### src/rtl/prog_loader_pkg.sv
// prog_loader_pkg: shared types and constants for the program loader.
// The optional checksum trailer is enabled by defining PROG_LOADER_CHECKSUM_EN.
package prog_loader_pkg;

  // Loader state encoding. CHK is always part of the encoding so that both
  // builds share one type; it is only reachable when the checksum is compiled in.
  typedef enum logic [2:0] {
    HDR   = 3'd0,
    DATA  = 3'd1,
    WRITE = 3'd2,
    CHK   = 3'd3,
    DONE  = 3'd4,
    ERR   = 3'd5
  } loaderState_t;

  // Stream geometry: every multi-byte field is one 32-bit big-endian word.
  localparam int BYTES_PER_WORD = 4;
  localparam int HEADER_BYTES   = 4;

  // Width of the per-word byte counter and the value of the last byte slot.
  localparam int                    BYTE_CNT_W = $clog2(BYTES_PER_WORD);
  localparam logic [BYTE_CNT_W-1:0] LAST_BYTE  = BYTE_CNT_W'(BYTES_PER_WORD - 1);

  // Byte address of word idx; 32-bit arithmetic wraps modulo 2^32 by design.
  function automatic logic [31:0] wordAddr(input logic [31:0] base, input logic [31:0] idx);
    return base + (idx << 2);
  endfunction

endpackage

### src/rtl/prog_loader_word_assembler.sv
// word_assembler: 8-to-32 big-endian shift register. The first byte of a word
// ends up in bits [31:24]. wordComplete pulses (combinationally) in the cycle
// the 4th byte of a word is accepted; wordNext shows the completed word in that
// same cycle, while word holds it registered from the following cycle onward.
module word_assembler
  import prog_loader_pkg::*;
(
  input  logic        clk,
  input  logic        reset,
  input  logic [7:0]  byteIn,
  input  logic        byteAccept,
  output logic [31:0] word,
  output logic [31:0] wordNext,
  output logic        wordComplete
);

  logic [31:0]           wordReg;
  logic [31:0]           shiftNext;
  logic [BYTE_CNT_W-1:0] byteCountReg;

  // Each byte lane takes the lane below it; lane 0 takes the incoming byte.
  genvar gi;
  generate
    for (gi = 0; gi < BYTES_PER_WORD; gi++) begin : gLane
      if (gi == 0) begin : gFirst
        assign shiftNext[7:0] = byteIn;
      end else begin : gShift
        assign shiftNext[8*gi +: 8] = wordReg[8*(gi-1) +: 8];
      end
    end
  endgenerate

  // Shift in a byte on every accepted transfer; counter wraps after 4 bytes.
  always_ff @(posedge clk or posedge reset) begin
    if (reset) begin
      wordReg      <= '0;
      byteCountReg <= '0;
    end else if (byteAccept) begin
      wordReg      <= shiftNext;
      byteCountReg <= byteCountReg + 1'b1;
    end
  end

  assign word         = wordReg;
  assign wordNext     = shiftNext;
  assign wordComplete = byteAccept && (byteCountReg == LAST_BYTE);

endmodule

### src/rtl/prog_loader.sv
// prog_loader: receives a big-endian program stream (word count N, then N
// words) and writes it into shared memory starting at BASE_ADDR while holding
// the CPU. Defining PROG_LOADER_CHECKSUM_EN adds a 32-bit sum trailer check.
module prog_loader
  import prog_loader_pkg::*;
#(
  parameter logic [31:0] BASE_ADDR = 32'h0000_0000,
  parameter int unsigned MAX_WORDS = 1024
) (
  input  logic        clk,
  input  logic        reset,
  input  logic [7:0]  byteIn,
  input  logic        byteValid,
  output logic        byteReady,
  output logic [31:0] memAddr,
  output logic [31:0] memDIn,
  output logic        memWe,
  output logic        cpuHold,
  output logic        done,
  output logic        error
);

  localparam logic [31:0] MAX_WORDS_W = 32'(MAX_WORDS);

  // Where the load goes once the last data word (or an empty header) is seen.
`ifdef PROG_LOADER_CHECKSUM_EN
  localparam loaderState_t FINAL_STATE = CHK;
`else
  localparam loaderState_t FINAL_STATE = DONE;
`endif

  loaderState_t stateReg, stateNext;
  logic [31:0]  wordCountReg, wordCountNext;
  logic [31:0]  idxReg, idxNext;
`ifdef PROG_LOADER_CHECKSUM_EN
  logic [31:0]  sumReg, sumNext;
`endif

  logic        byteAccept;
  logic [31:0] asmWord;
  logic [31:0] asmWordNext;
  logic        wordComplete;

  assign byteAccept = byteValid && byteReady;

  // One assembler serves header, data and trailer words alike.
  word_assembler uAssembler (
    .clk          (clk),
    .reset        (reset),
    .byteIn       (byteIn),
    .byteAccept   (byteAccept),
    .word         (asmWord),
    .wordNext     (asmWordNext),
    .wordComplete (wordComplete)
  );

  // State, word count, write index (and running sum) registers.
  always_ff @(posedge clk or posedge reset) begin
    if (reset) begin
      stateReg     <= HDR;
      wordCountReg <= '0;
      idxReg       <= '0;
`ifdef PROG_LOADER_CHECKSUM_EN
      sumReg       <= '0;
`endif
    end else begin
      stateReg     <= stateNext;
      wordCountReg <= wordCountNext;
      idxReg       <= idxNext;
`ifdef PROG_LOADER_CHECKSUM_EN
      sumReg       <= sumNext;
`endif
    end
  end

  // Next-state logic and Moore-style outputs; the memory bus is zero except in WRITE.
  always_comb begin
    stateNext     = stateReg;
    wordCountNext = wordCountReg;
    idxNext       = idxReg;
`ifdef PROG_LOADER_CHECKSUM_EN
    sumNext       = sumReg;
`endif
    byteReady = 1'b0;
    memWe     = 1'b0;
    memAddr   = '0;
    memDIn    = '0;
    cpuHold   = 1'b1;
    done      = 1'b0;
    error     = 1'b0;

    case (stateReg)
      HDR: begin
        // Ready is withheld while reset is asserted so nothing is taken then.
        byteReady = !reset;
        if (wordComplete) begin
          wordCountNext = asmWordNext;
          if (asmWordNext == '0) begin
            stateNext = FINAL_STATE;
          end else if (asmWordNext > MAX_WORDS_W) begin
            stateNext = ERR;
          end else begin
            stateNext = DATA;
          end
        end
      end

      DATA: begin
        byteReady = !reset;
        if (wordComplete) begin
          stateNext = WRITE;
        end
      end

      WRITE: begin
        // Single-cycle strobe; the assembled word is already registered here.
        memWe   = 1'b1;
        memAddr = wordAddr(BASE_ADDR, idxReg);
        memDIn  = asmWord;
        idxNext = idxReg + 32'd1;
`ifdef PROG_LOADER_CHECKSUM_EN
        sumNext = sumReg + asmWord;
`endif
        if (idxReg == wordCountReg - 32'd1) begin
          stateNext = FINAL_STATE;
        end else begin
          stateNext = DATA;
        end
      end

`ifdef PROG_LOADER_CHECKSUM_EN
      CHK: begin
        // Trailer word is compared as it completes, against the sum of all writes.
        byteReady = !reset;
        if (wordComplete) begin
          if (asmWordNext == sumReg) begin
            stateNext = DONE;
          end else begin
            stateNext = ERR;
          end
        end
      end
`endif

      DONE: begin
        cpuHold = 1'b0;
        done    = 1'b1;
      end

      ERR: begin
        error = 1'b1;
      end

      default: begin
        // Unreachable encodings park in the error state rather than writing.
        stateNext = ERR;
      end
    endcase
  end

endmodule

### config.mk
export PLATFORM = sky130hd
export DESIGN_NAME = prog_loader
export DESIGN_NICKNAME = d
export VERILOG_FILES = /design/src/rtl/prog_loader_pkg.sv /design/src/rtl/prog_loader_word_assembler.sv /design/src/rtl/prog_loader.sv
export SDC_FILE = /design/constraint.sdc
export NUM_CORES = 1
export LEC_CHECK = 0
export CORE_MARGIN = 2
export CORE_UTILIZATION = 60
export CTS_BUF_LIST = sky130_fd_sc_hd__clkbuf_2 sky130_fd_sc_hd__clkbuf_4 sky130_fd_sc_hd__clkbuf_8
export CTS_CLUSTER_DIAMETER = 50
export DETAILED_ROUTE_END_ITERATION = 10
export DONT_BUFFER_PORTS = 1
export GPL_ROUTABILITY_DRIVEN = 0
export PLACE_DENSITY = 0.76
export SYNTH_ARGS = -nofsm -noshare
export SYNTH_HDL_FRONTEND = slang
export SYNTH_SLANG_ARGS = --single-unit
### constraint.sdc
create_clock -name clk -period 8.3 [get_ports clk]
set_input_delay 0.83 -clock clk [delete_from_list [all_inputs] [get_ports clk]]
set_output_delay 0.83 -clock clk [all_outputs]
set_load 0.02 [all_outputs]
==> qor.txt <==
final hold slack: 0.385 ns
Longest Clk Path Bufs: 2
Max FO, Critical Path: 68
largest net degree at the start of global routing: 69
Post-synth ARST share: 100%
WL/cell: 18.2 um
vias in the first global route: 3,703
Hold/Removal Path Class: in -> async
Slew Limit Headroom: 49.4%
crit start category: register
# IOs: 80
initial antenna violation count: 0
setup_tns: 0 ns
clock sinks: 101
Die ar.: 10,400 sq um
post-place setup slack: 5.17 ns
post-synthesis sequential area ratio: 44.1%
DR DRC count: 0
largest area contributor in the netlist: dfrtp_1
clock network power share: 37.4%
commonest cells after routing, fill and taps aside: dfrtp_1, mux2_2, and2_1
Sw Ratio: 24.8%
clock skew: 0.0112 ns
setup fix buffers added after clock tree synthesis: 0
row cnt: 35
Critical R2R Capture: idxReg[31]$_DFFE_PP0P_
Lkg Pwr: 0.00281 uW
Core ar.: 9240 sq um
Setup crit end: idxReg[31]$_DFFE_PP0P_
Chip Width: 102 um
sw power: 202 uW
Starting Density: 62.1%
Area Overhead vs Synth: 4.89%
total grt overflow: 0
final worst slack: 5.18 ns
ANT cells: 0
reg2reg setup slack: 5.18 ns
Post-Route WL: 11,900 um
RSZ-0062 raised after global routing: no
cts repair resizes: 0
commonest non-fill, non-tap cell in the layout: dfrtp_1
Area contributors post-synth: dfrtp_1, mux2_2, xnor2_1
CP endpoint kind: register
Skew-Pair Late Insertion Delay: 0.38 ns
Antenna Violating Nets Remaining: 0
Int Pwr: 612 uW
CTS clk-pin slew, worst paths: 0.11 ns
final net count: 533
setup violators final: 0
Post-synth top flop: dfrtp_1
root buffer cell: clkbuf_8
drt pass-1 iters: 5
gr usage total: 24.1%
placed insts: 637
Die Y: 102 um
Tcrit/Tclk final: 37.6%
buffers added on ports: 0
Worst R2R Path Depth: 9
status: finished, final reports clean
CP arrival: 3.39 ns
Post-Layout Cell Count: 653
YS warnings: 0
hold_buf cts: 0
final hold vios: 0
worst slew pin tran: 0.753 ns
first-pass GRT wire length: 19,300 um
Vias: 3,965
Vias/cell: 6.07
VDD IR max: 0.0834 mV
Post-Synthesis Cells: 532
r2r startpoint: stateReg[2]$_DFFE_PP0P_
crit path kind: reg -> reg
average cell area after synthesis: 10.8 sq um
register share of total power: 61.0%
combinational share of power: 1.7%
CP Launch Point: stateReg[2]$_DFFE_PP0P_
H-tree depth: 3
initial DRC count: 235
top-area cell type share of the netlist area: 44.1%
fin. max-slew vios: 0
layout cells sized above 1: 20.8%
# Max-Cap Violations: 0
CTS Buf Count: 9
Post-synth EDFFs: 0
post-detail-place hpwl: 8530 um
synthesized area: 5740 sq um
FMAX: 0.321 GHz
CTS tree: yes
Pwr per Cell Area: 135 nW/um^2
minimum clock period after layout: 3.12 ns
Yosys cell types: 60
flops & latches, synth: 101
worst path required time: 8.57 ns
cell usage after synthesis (all sizes together), types with 9 or more instances:
cell,count
dfrtp,101
mux2,67
and2,64
xnor2,56
clkbuf,26
nor4,23
nand2,22
nand3,17
nor2,17
xor2,16
nand4,11
nor3,11
and3,10
inv,9
worst min-delay path by stage:
stage,endpoint,depth (start not counted)
2_1_floorplan,uAssembler.byteCountReg[0]$_DFFE_PP0P_,1
3_3_place_gp,uAssembler.byteCountReg[0]$_DFFE_PP0P_,1
3_5_place_dp,uAssembler.byteCountReg[0]$_DFFE_PP0P_,1
4_1_cts,uAssembler.word[16]$_DFFE_PP0P_,1
5_1_grt,stateReg[0]$_DFFE_PP0P_,1
6_report,stateReg[0]$_DFFE_PP0P_,1
flip-flops by register name, summed over array words and instances, names as in the netlist:
name                     flops
uAssembler.byteCountReg      2
stateReg                     3
idxReg                      32
uAssembler.word             32
wordCountReg                32
cell type report:
type                            count  area [sq um]
Inverter                            9          36.3
Clock buffer                        9           124
Multi-Input combinational cell    394          3070
Fill cell                         741          3220
Timing Repair Buffer                4          30.0
Sequential cell                   101          2530
Clock inverter                      7          70.1
Tap cell                          129           161
cell families (layout without fill, tap and decap cells):
logic type / count (synthesis) / after routing / share of synthesized area, %
AND/OR/NAND/NOR: 210 / 210 / 22.9
flip-flops: 101 / 101 / 44.1
XOR/XNOR: 73 / 73 / 11.5
multiplexers: 70 / 70 / 13.7
buffers and inverters: 38 / 29 / 2.64
AO/OA/AOI/OAI: 36 / 36 / 4.52
adder cells (fa/ha/maj): 3 / 3 / 0.655
other: 1 / 2 / 0.0654
layer usage:
metal,GRT usage (%),part of all wire (%)
met4,8.73,1.9
met3,4.62,5.0
met2,35.3,45
met1,35.7,48
met5,0,0
stage by stage:
stage | instance area [sq um] | util [%] | power [uW]
after floorplan | 5740 | - | 516
after detailed placement | 5820 | 63.0 | 520
after CTS | 6020 | 65.1 | 820
final | 6020 | 65.1 | 814
after global placement | 5820 | 63.0 | 520
after global routing | 6020 | 65.1 | 842
power by group through the flow:
stage / sequential, uW / clock (uW) / combinational, uW
final: 496 / 304 / 13.6
after global routing: 496 / 329 / 16.3
after CTS: 496 / 310 / 14.3
after detailed placement: 506 / 0 / 14.3
after global placement: 506 / 0 / 13.8
after floorplan: 505 / 0 / 11.5
critical path, cell delays in order, from the launching register on:
cell and delay, ns:
dfrtp_1 0.47, nor3b_4 0.20, buf_4 0.51, and4_1 0.31, nand3_1 0.16, nor4_2 0.41
nand2_1 0.17, nor3_1 0.43, nand3_1 0.17, xnor2_1 0.15
No activity file was read; power rests on OpenSTA's default activity.
